`config.mk`:
```
export PLATFORM = sky130hd
export DESIGN_NAME = melody_sequencer
export DESIGN_NICKNAME = d
export VERILOG_FILES = /design/src/rtl/melody_pkg.sv /design/src/rtl/melody_note_fifo.sv /design/src/rtl/melody_sequencer.sv
export SDC_FILE = /design/constraint.sdc
export NUM_CORES = 1
export LEC_CHECK = 0
export CAP_MARGIN = 25
export CORE_AREA = 4 4 134 188
export CTS_CLUSTER_SIZE = 20
export DETAILED_ROUTE_END_ITERATION = 10
export DIE_AREA = 0 0 138 192
export GPL_ROUTABILITY_DRIVEN = 1
export PLACE_DENSITY = 0.81
export SYNTH_ARGS = -nofsm -noshare
export SYNTH_HDL_FRONTEND = slang
export SYNTH_HIERARCHICAL = 1
export SYNTH_SLANG_ARGS = --single-unit
```
`constraint.sdc`:
```
create_clock -name clk -period 8.3 [get_ports clk]
set_input_delay 1.245 -clock clk [delete_from_list [all_inputs] [get_ports clk]]
set_output_delay 1.245 -clock clk [all_outputs]
set_load 0.01 [all_outputs]
```
`src/rtl/melody_pkg.sv`:
```
// Shared types and constants for the melody sequencer and its note FIFO.
package melody_pkg;

    localparam int unsigned TUNE_W = 8;
    localparam int unsigned DUR_W  = 8;
    localparam int unsigned NOTE_W = 16;

    localparam logic [TUNE_W-1:0] TUNE_REST = 8'h00;

    typedef enum logic [1:0] {
        StIdle,
        StLoad,
        StPlay,
        StGap
    } state_e;

    // Counter width able to hold n-1, never narrower than one bit.
    function automatic int unsigned cnt_width(input int unsigned n);
        return (n <= 2) ? 1 : $clog2(n);
    endfunction

endpackage

```
`src/rtl/melody_note_fifo.sv`:
```
// Synchronous note FIFO with show-ahead head, registered full/level and a flush input.
module melody_note_fifo
    import melody_pkg::*;
#(
    parameter int unsigned DEPTH = 16
) (
    input  logic                     clk,
    input  logic                     RSTn,
    input  logic                     flush,
    input  logic                     push,
    input  logic [NOTE_W-1:0]        wdata,
    input  logic                     pop,
    output logic [NOTE_W-1:0]        head,
    output logic [$clog2(DEPTH):0]   level,
    output logic                     full
);

    localparam int unsigned AW = $clog2(DEPTH);
    localparam int unsigned LW = AW + 1;

    logic [NOTE_W-1:0] mem [DEPTH];
    logic [AW-1:0]     wr_ptr_q, rd_ptr_q;
    logic [LW-1:0]     level_q, level_d;
    logic              full_q;
    logic              do_push, do_pop;

    // Full is the registered flag, so a same-cycle pop never frees room for a push.
    assign do_push = push && !full_q && !flush;
    assign do_pop  = pop && (level_q != '0) && !flush;

    always_comb begin
        level_d = level_q;
        unique case ({do_push, do_pop})
            2'b10:   level_d = level_q + 1'b1;
            2'b01:   level_d = level_q - 1'b1;
            default: level_d = level_q;
        endcase
    end

    always_ff @(posedge clk or negedge RSTn) begin
        if (!RSTn) begin
            wr_ptr_q <= '0;
            rd_ptr_q <= '0;
            level_q  <= '0;
            full_q   <= 1'b0;
        end else if (flush) begin
            wr_ptr_q <= '0;
            rd_ptr_q <= '0;
            level_q  <= '0;
            full_q   <= 1'b0;
        end else begin
            if (do_push) wr_ptr_q <= wr_ptr_q + 1'b1;
            if (do_pop)  rd_ptr_q <= rd_ptr_q + 1'b1;
            level_q <= level_d;
            full_q  <= (level_d == LW'(DEPTH));
        end
    end

    always_ff @(posedge clk) begin
        if (do_push) mem[wr_ptr_q] <= wdata;
    end

    assign head  = mem[rd_ptr_q];
    assign level = level_q;
    assign full  = full_q;

endmodule

```
`src/rtl/melody_sequencer.sv`:
```
// Melody sequencer: plays queued {tune, duration} notes with a beat prescaler and inter-note gap.
// Optional low-watermark irq port enabled by defining MELODY_LOWATER_IRQ_EN.
module melody_sequencer
    import melody_pkg::*;
#(
    parameter int unsigned DEPTH    = 16,
    parameter int unsigned TICK_DIV = 500000,
    parameter int unsigned GAP_DIV  = 50000
`ifdef MELODY_LOWATER_IRQ_EN
    ,
    parameter int unsigned LOWATER  = 4
`endif
) (
    input  logic                   clk,
    input  logic                   RSTn,
    input  logic                   wr_en,
    input  logic [NOTE_W-1:0]      wr_data,
    input  logic                   start,
    input  logic                   stop,
    output logic [TUNE_W-1:0]      tune,
    output logic                   busy,
    output logic                   done,
    output logic                   full,
    output logic [$clog2(DEPTH):0] level,
    output logic                   ovf
`ifdef MELODY_LOWATER_IRQ_EN
    ,
    output logic                   irq
`endif
);

    localparam int unsigned LW = $clog2(DEPTH) + 1;
    localparam int unsigned PW = cnt_width(TICK_DIV);
    localparam int unsigned GW = cnt_width(GAP_DIV);

    state_e            state_q, state_d;
    logic [TUNE_W-1:0] tune_q, tune_d;
    logic [DUR_W-1:0]  beat_q, beat_d;
    logic [PW-1:0]     presc_q, presc_d;
    logic [GW-1:0]     gap_q, gap_d;
    logic              done_q, done_d;
    logic              ovf_q, ovf_d;
    logic              pop;
    logic              has_next;
    logic [NOTE_W-1:0] head;
    logic [TUNE_W-1:0] head_tune;
    logic [DUR_W-1:0]  head_dur;

    melody_note_fifo #(
        .DEPTH (DEPTH)
    ) u_fifo (
        .clk   (clk),
        .RSTn  (RSTn),
        .flush (stop),
        .push  (wr_en),
        .wdata (wr_data),
        .pop   (pop),
        .head  (head),
        .level (level),
        .full  (full)
    );

    assign head_tune = head[NOTE_W-1:DUR_W];
    assign head_dur  = head[DUR_W-1:0];
    assign has_next  = (level != '0);

    always_comb begin
        state_d = state_q;
        tune_d  = tune_q;
        beat_d  = beat_q;
        presc_d = presc_q;
        gap_d   = gap_q;
        done_d  = 1'b0;
        pop     = 1'b0;
        ovf_d   = ovf_q;
        if (start)          ovf_d = 1'b0;
        if (wr_en && full)  ovf_d = 1'b1;

        if (stop) begin
            state_d = StIdle;
            tune_d  = TUNE_REST;
            ovf_d   = 1'b0;
        end else begin
            unique case (state_q)
                StIdle: begin
                    if (start && has_next) state_d = StLoad;
                end
                StLoad: begin
                    pop = 1'b1;
                    if (head_dur == '0) begin
                        tune_d  = TUNE_REST;
                        done_d  = 1'b1;
                        state_d = StIdle;
                    end else begin
                        tune_d  = head_tune;
                        beat_d  = head_dur;
                        presc_d = PW'(TICK_DIV - 1);
                        state_d = StPlay;
                    end
                end
                StPlay: begin
                    if (presc_q != '0) begin
                        presc_d = presc_q - 1'b1;
                    end else begin
                        presc_d = PW'(TICK_DIV - 1);
                        beat_d  = beat_q - 1'b1;
                        if (beat_q == DUR_W'(1)) begin
                            tune_d = TUNE_REST;
                            // The LOAD cycle itself is silent, so short gaps skip GAP.
                            if (GAP_DIV <= 1 && has_next) begin
                                state_d = StLoad;
                            end else if (GAP_DIV == 0) begin
                                done_d  = 1'b1;
                                state_d = StIdle;
                            end else begin
                                gap_d   = GW'(GAP_DIV - 1);
                                state_d = StGap;
                            end
                        end
                    end
                end
                StGap: begin
                    // Leave one cycle early when continuing so silence totals GAP_DIV.
                    if (gap_q == '0) begin
                        if (has_next) begin
                            state_d = StLoad;
                        end else begin
                            done_d  = 1'b1;
                            state_d = StIdle;
                        end
                    end else if (gap_q == GW'(1) && has_next) begin
                        state_d = StLoad;
                    end else begin
                        gap_d = gap_q - 1'b1;
                    end
                end
                default: state_d = StIdle;
            endcase
        end
    end

    always_ff @(posedge clk or negedge RSTn) begin
        if (!RSTn) begin
            state_q <= StIdle;
            tune_q  <= TUNE_REST;
            beat_q  <= '0;
            presc_q <= '0;
            gap_q   <= '0;
            done_q  <= 1'b0;
            ovf_q   <= 1'b0;
        end else begin
            state_q <= state_d;
            tune_q  <= tune_d;
            beat_q  <= beat_d;
            presc_q <= presc_d;
            gap_q   <= gap_d;
            done_q  <= done_d;
            ovf_q   <= ovf_d;
        end
    end

    assign tune = tune_q;
    assign busy = (state_q != StIdle);
    assign done = done_q;
    assign ovf  = ovf_q;

`ifdef MELODY_LOWATER_IRQ_EN
    logic irq_q;

    always_ff @(posedge clk or negedge RSTn) begin
        if (!RSTn)     irq_q <= 1'b0;
        else if (stop) irq_q <= 1'b0;
        else           irq_q <= busy && (level <= LW'(LOWATER));
    end

    assign irq = irq_q;
`endif

endmodule

```
# Word level (Yosys, flattened, before mapping)
# Memory sizes are Yosys's and may differ from the RTL's.
# Cells that the tools add are included.
[word_totals] word_cells=107 inputBits=21 ramBits=256 rom_bits=0 ff_bits=69 latch_bits=0 memories=1
[memory_table] name="u_fifo.mem" depth=16 width=16 rd=1 rd_clocked_by_memory_dff=0 wr=1 line="melody_note_fifo.sv:21" source="logic [NOTE_W-1:0] mem [DEPTH];"
[op_classes] n_shift=0 n_div=0 bitwise=1 n_mul=0 reduce_logical=26 mux=44 n_lt_le_gt_ge=0 eq_ne=17 addsub=7
[op_table] cell="$mux 16" count=4
[op_table] cell="$mux 8" count=6
[op_table] cell="$mux 19" count=2
[op_table] cell="$pmux 19 s2" count=1
[op_table] cell="$pmux 16 s2" count=1
[op_table] cell="$pmux 8 s2" count=2
[op_table] cell="$reduce_bool 19->1" count=1
[op_table] cell="$sub 19x1->19 const B" count=1
[op_table] cell="$eq 16x1->1 const B" count=1
[op_table] cell="$logic_not 16->1" count=1
[op_table] cell="$mux 4" count=4
[op_table] cell="$sub 16x1->16 const B" count=1
[op_table] cell="$mux 2" count=7
[op_table] cell="$mux 1" count=13
[op_table] cell="$ne 2x2->1 const B" count=5
[op_table] cell="$pmux 5 s2" count=1
[op_table] cell="$reduce_bool 2->1" count=5
[op_table] cell="$ne 3x3->1 const B" count=3
[op_table] cell="$add 4x1->4 const B" count=2
[op_table] cell="$eq 8x1->1 const B" count=1
[op_table] cell="$logic_not 8->1" count=1
[op_table] cell="$pmux 2 s4" count=1
[op_table] cell="$reduce_and 4->1" count=2
[op_table] cell="$sub 8x1->8 const B" count=1
[op_table] cell="other kinds (16)" count=28

# Logic depth before layout (Yosys ltp)
[logic_depth] depth_word=9 depth_mapped=13 ltp_nobuf=13

# Hierarchy
# The synthesis kept the hierarchy.
[by_module_without_submodules] mod="melody_note_fifo" instances=1 area_per_inst_um2=10751.6 cells_each=592
[by_module_without_submodules] mod="melody_sequencer" instances=1 area_per_inst_um2=3155.5 cells_each=356

# Worst setup path before layout
# OpenSTA, ideal clock, no wires.
[synth_timing] kind="input -> register" start="in wr_en" end="reg u_fifo.full_q (netlist: u_fifo/full)" required_time_ns=8.234 stages=10 arrival_time_ns=3.590 n_path_buf=0 slack_ns=4.643 cell_sequence="nor2b_1 nor2b_1 inv_1 ha_1 ha_1 nor2b_4 o21a_1 or4_1 a31oi_1 and3_1"
[synth_via] elab_chain_len=6 word_cells_on_any_way=7 cone_classes="3 x eq/ne; 2 x mux; 2 x reduce/logical"
[synth_lines] element="from (decl)" line="melody_sequencer.sv:16" source="input logic wr_en,"
[synth_lines] element="$logic_and 1x1->1 * (2 in series)" line="melody_note_fifo.sv:28" source="assign do_push = push && !full_q && !flush;"
[synth_lines] element="$eq 2x1->1 / $eq 2x2->1 (equally long branches)" line="melody_note_fifo.sv:33" source="unique case ({do_push, do_pop})"
[synth_lines] element="$pmux 5 s2 *" line="melody_note_fifo.sv:33"
[synth_lines] element="$eq 5x5->1 *" line="melody_note_fifo.sv:55" source="full_q <= (level_d == LW'(DEPTH));"
[synth_lines] element="$mux 1 *" line="melody_note_fifo.sv:46" source="end else if (flush) begin"
[synth_lines] element="to (signal assigned)" line="melody_note_fifo.sv:55"
[synth_lines] element="to (decl)" line="melody_note_fifo.sv:24" source="logic full_q;"
# Mark *: on every way between the ends. The rest lies on a longest branch, timed or not.
# A chain may end at the register's enable or synchronous reset.

# Worst setup path in the final report
[layout_timing] start="reg u_fifo.rd_ptr_q[0]" end="reg presc_q[18]"
[layout_via] elab_chain_len=4
[layout_lines] element="from (decl)" line="melody_note_fifo.sv:22" source="logic [AW-1:0] wr_ptr_q, rd_ptr_q;"
[layout_lines] element="from (signal assigned)" line="melody_note_fifo.sv:53" source="if (do_pop) rd_ptr_q <= rd_ptr_q + 1'b1;"
[layout_lines] element="$mem_v2 16x16"
[layout_lines] element="net head[4]" line="melody_sequencer.sv:45" source="logic [NOTE_W-1:0] head;"
[layout_lines] element="$logic_not 8->1" line="melody_sequencer.sv:90" source="if (head_dur == '0) begin"
[layout_lines] element="$ne 2x2->1 (no source line)"
[layout_lines] element="$reduce_and 3->1 (no source line)"
[layout_lines] element="to (signal assigned)" line="melody_sequencer.sv:155" source="presc_q <= presc_d;"
[layout_lines] element="to (decl)" line="melody_sequencer.sv:39" source="logic [PW-1:0] presc_q, presc_d;"
# The timed path passes the listed nets, and every way through them passes these cells.

==> metrics.md <==
| Metric | Value |
|---|---|
| Drt drc | `0` |
| Final worst slack | `3.54 ns` |
| Nets | `1045` |
| DR WL/cell | `23.0 um` |
| GR Util All Layers | `23.2%` |
| Largest family of logic cells by synthesized area | `multiplexers` |
| Core ar. | `23600 um^2` |
| Post-Synth XOR/XNOR Area | `1.83%` |
| Ant. Diodes | `0` |
| First-pass GRT wire length | `48.2 mm` |
| CTS tree | `done` |
| Drt via density | `6.29` |
| Final Hold Viols | `0` |
| RR Endpoint | `presc_q[18]` |
| FP Rows | `67` |
| CP max stage delay | `0.85 ns` |
| Compound-cell area share of the yosys netlist | `7.41%` |
| Simple-gate share of the synthesized area | `9.11%` |
| Most frequent cells in the layout | `256 x edfxtp_1, 76 x nand2_1, 68 x nor2_1, 68 x dfrtp_1, 56 x o21ai_0` |
| Place WS | `3.70 ns` |
| Clk buf depth | `3` |
| Setup violators final | `0` |
| Achievable Freq | `210 MHz` |
| Count of cell types in the netlist | `66` |
| IO buf count | `37` |
| Hold WC Path Type | `reg -> reg` |
| Reg-to-reg setup timing slack | `3.54 ns` |
| Antenna viol nets, final | `0` |
| Synth warn | `6` |
| VDD IR max | `0.163 mV` |
| Slew @ Worst Pin | `0.996 ns` |
| Worst-Skew Late Latency | `0.56 ns` |
| Fin crit period | `4.76 ns` |
| DP Wirelength | `18.1 mm` |
| Slowest library cell on the worst path | `dfrtp_4` |
| Max cap viols | `0` |
| Max H-tree Level | `1` |
| CP cell instances | `buf_4 > buf_4 > mux2_2 > o21ai_0 > a21oi_1 > a22oi_1 > nand2_1 > nor4_1 > a311oi_2 > buf_4 > nand3_1 > nor3_1 > xnor2_1 > nand2_1` |
| Hold buffer count at cts | `0` |
| Critical path buffers and inverters | `3` |
| Power density over the cells | `232 nW/um^2` |
| PostCTS Resize Cnt | `0` |
| Crit start category | `flip-flop` |
| Die W | `138 um` |
| EDFF count, synth | `256` |
| Top FF cell, synth | `edfxtp_1` |
| Vias in the first global route | `8524` |
| TritonRoute pass-1 iters | `5` |
| Worst Path Required | `8.74 ns` |
| Final TNS setup | `0 ns` |
| Syn avg cell area | `14.7 um^2` |
| Hold Path Cell Cnt | `1` |
| Io pins | `38` |
| Post-synthesis sequential area ratio | `67.7%` |
| R2r startpoint | `u_fifo/rd_ptr_q[0]` |
| Num CTS Buffers | `29` |
| Worst endpoint data arrival time | `5.21 ns` |
| Syn nets | `990` |
| Cell Area, Synth | `13900 um^2` |
| Antenna violations before repair | `0` |
| Worst Path Max Fanout | `35` |
| Fin crit share | `57.4%` |
| Die area | `26500 um^2` |
| DR iter-0 viols | `779` |
| Share of cells above drive strength 1 | `13.9%` |
| Mux cell area share after synthesis | `10.1%` |
| Most common cell after layout, fill and taps aside | `edfxtp_1` |
| Sink Count | `325` |
| Fillers | `1582` |
| Slew Limit Fails | `0` |
| Drt total wl | `30.8 mm` |
| Worst Hold Launch | `gap_q[0]` |
| GRT overflow | `0` |
| Yosys reg bits | `325` |
| Status | `completed` |
| Hold Path Sink | `gap_q[0]` |
| Leakage | `5.36 nW` |
| Top Family by Delay on Critical Path | `buffers and inverters` |
| Clock Skews | `0.0189 ns` |
| Crit path kind | `reg -> reg` |
| Crit end category | `flip-flop` |
| Total number of vias | `8403` |
| Setup Buffers After CTS | `0` |
| GP Congestion | `0.872` |
| Post-synth ARST share | `21.2%` |
| Post-Syn Instances | `948` |
| Worst Reg-to-Reg Cells | `14` |
| Clock transition at path regs | `0.07 ns` |
| CTS Root Cell | `clkbuf_16` |
| Synth-to-Final Area Change | `12.9%` |
| Die height | `192 um` |
| Synth Area in Adders | `1.94%` |
| Slew margin rel. | `33.6%` |
| Starting Density | `58.8%` |
| Most frequent CP cell | `buf_4` |
| RSZ-0062 raised after global routing | `no` |
| Pin count of the biggest net entering global routing | `70` |
-- sequential cells by signal (all words and copies together), names as in the netlist --
register,flops
beat_q,8
done,1
gap_q,16
ovf,1
presc_q,19
state_q,2
tune,8
u_fifo/full,1
u_fifo/level,5
u_fifo/mem,256
u_fifo/rd_ptr_q,4
u_fifo/wr_ptr_q,4
-- stage by stage --
step / area [um^2] / cells / power (W) / hold WS [ns] / util (%)
6_report: 15700 / 1336 / 0.00365 / 0.508 / 66.4
5_1_grt: 15700 / 1336 / 0.00379 / 0.539 / 66.4
4_1_cts: 15700 / 1335 / 0.00366 / 0.513 / 66.4
3_5_place_dp: 14700 / 1281 / 0.00227 / 0.504 / 62.1
3_3_place_gp: 14700 / 1281 / 0.00226 / 0.486 / 62.1
2_1_floorplan: 13900 / 948 / 0.00214 / 0.465 / -
-- layer usage --
| layer | up-vias | GRT usage (%) | part of all wire [%] |
|---|---|---|---|
| li1 | 3750 | - | - |
| met5 | - | 0 | 0 |
| met3 | 72 | 2.94 | 5.4 |
| met2 | 316 | 42.0 | 53 |
| met4 | 0 | 7.72 | 3.2 |
| met1 | 4265 | 29.1 | 39 |
-- report_power, final --
group | total, W | leakage (nW) | internal [W] | switching, W
sequential | 0.00189 | 3.17 | 0.00182 | 0.0000706
combinational | 0.000346 | 1.70 | 0.000142 | 0.000205
clock | 0.00141 | 0.492 | 0.000824 | 0.000584
-- how the worst max path moves through the flow --
stage | from | end | slack (ns) | depth (start not counted)
2_1_floorplan | wr_en | u_fifo/full | 4.64 | 10
3_3_place_gp | u_fifo/rd_ptr_q[0] | presc_q[12] | 3.85 | 14
3_5_place_dp | u_fifo/rd_ptr_q[0] | presc_q[18] | 3.70 | 14
4_1_cts | u_fifo/rd_ptr_q[0] | presc_q[18] | 3.56 | 14
5_1_grt | u_fifo/rd_ptr_q[0] | presc_q[13] | 3.25 | 14
6_report | u_fifo/rd_ptr_q[0] | presc_q[18] | 3.54 | 14
-- layout make-up --
cell class / count / area [um^2] / area share (%)
flip-flops and latches: 325 / 9420 / 60.0
multi-input cells: 563 / 4260 / 27.1
clock buffers: 29 / 726 / 4.62
repair buffers: 61 / 546 / 3.47
well taps: 310 / 388 / 2.47
clock inverters: 25 / 280 / 1.78
inverters: 23 / 86.3 / 0.550
-- cells in the mapped netlist, drive strengths merged, types with 18 or more instances --
cell type	count	area, um^2
a21oi	36	184
buf	19	115
mux4	32	721
mux2i	50	500
nor2	72	270
nand3	19	95.1
dfrtp	69	1730
ha	20	250
inv	23	86.3
nand2	77	297
o21ai	57	297
clkbuf	18	67.6
edfxtp	256	7690
-- cell families after synthesis --
family                     count (synthesis)
DFF                                      325
muxes                                     98
adders and majority gates                 21
buffers and inverters                     60
xor gates and xnor gates                  29
and+or+nand+nor                          254
AOI/OAI and AO/OA                        161
No activity file was read; power rests on OpenSTA's default activity.
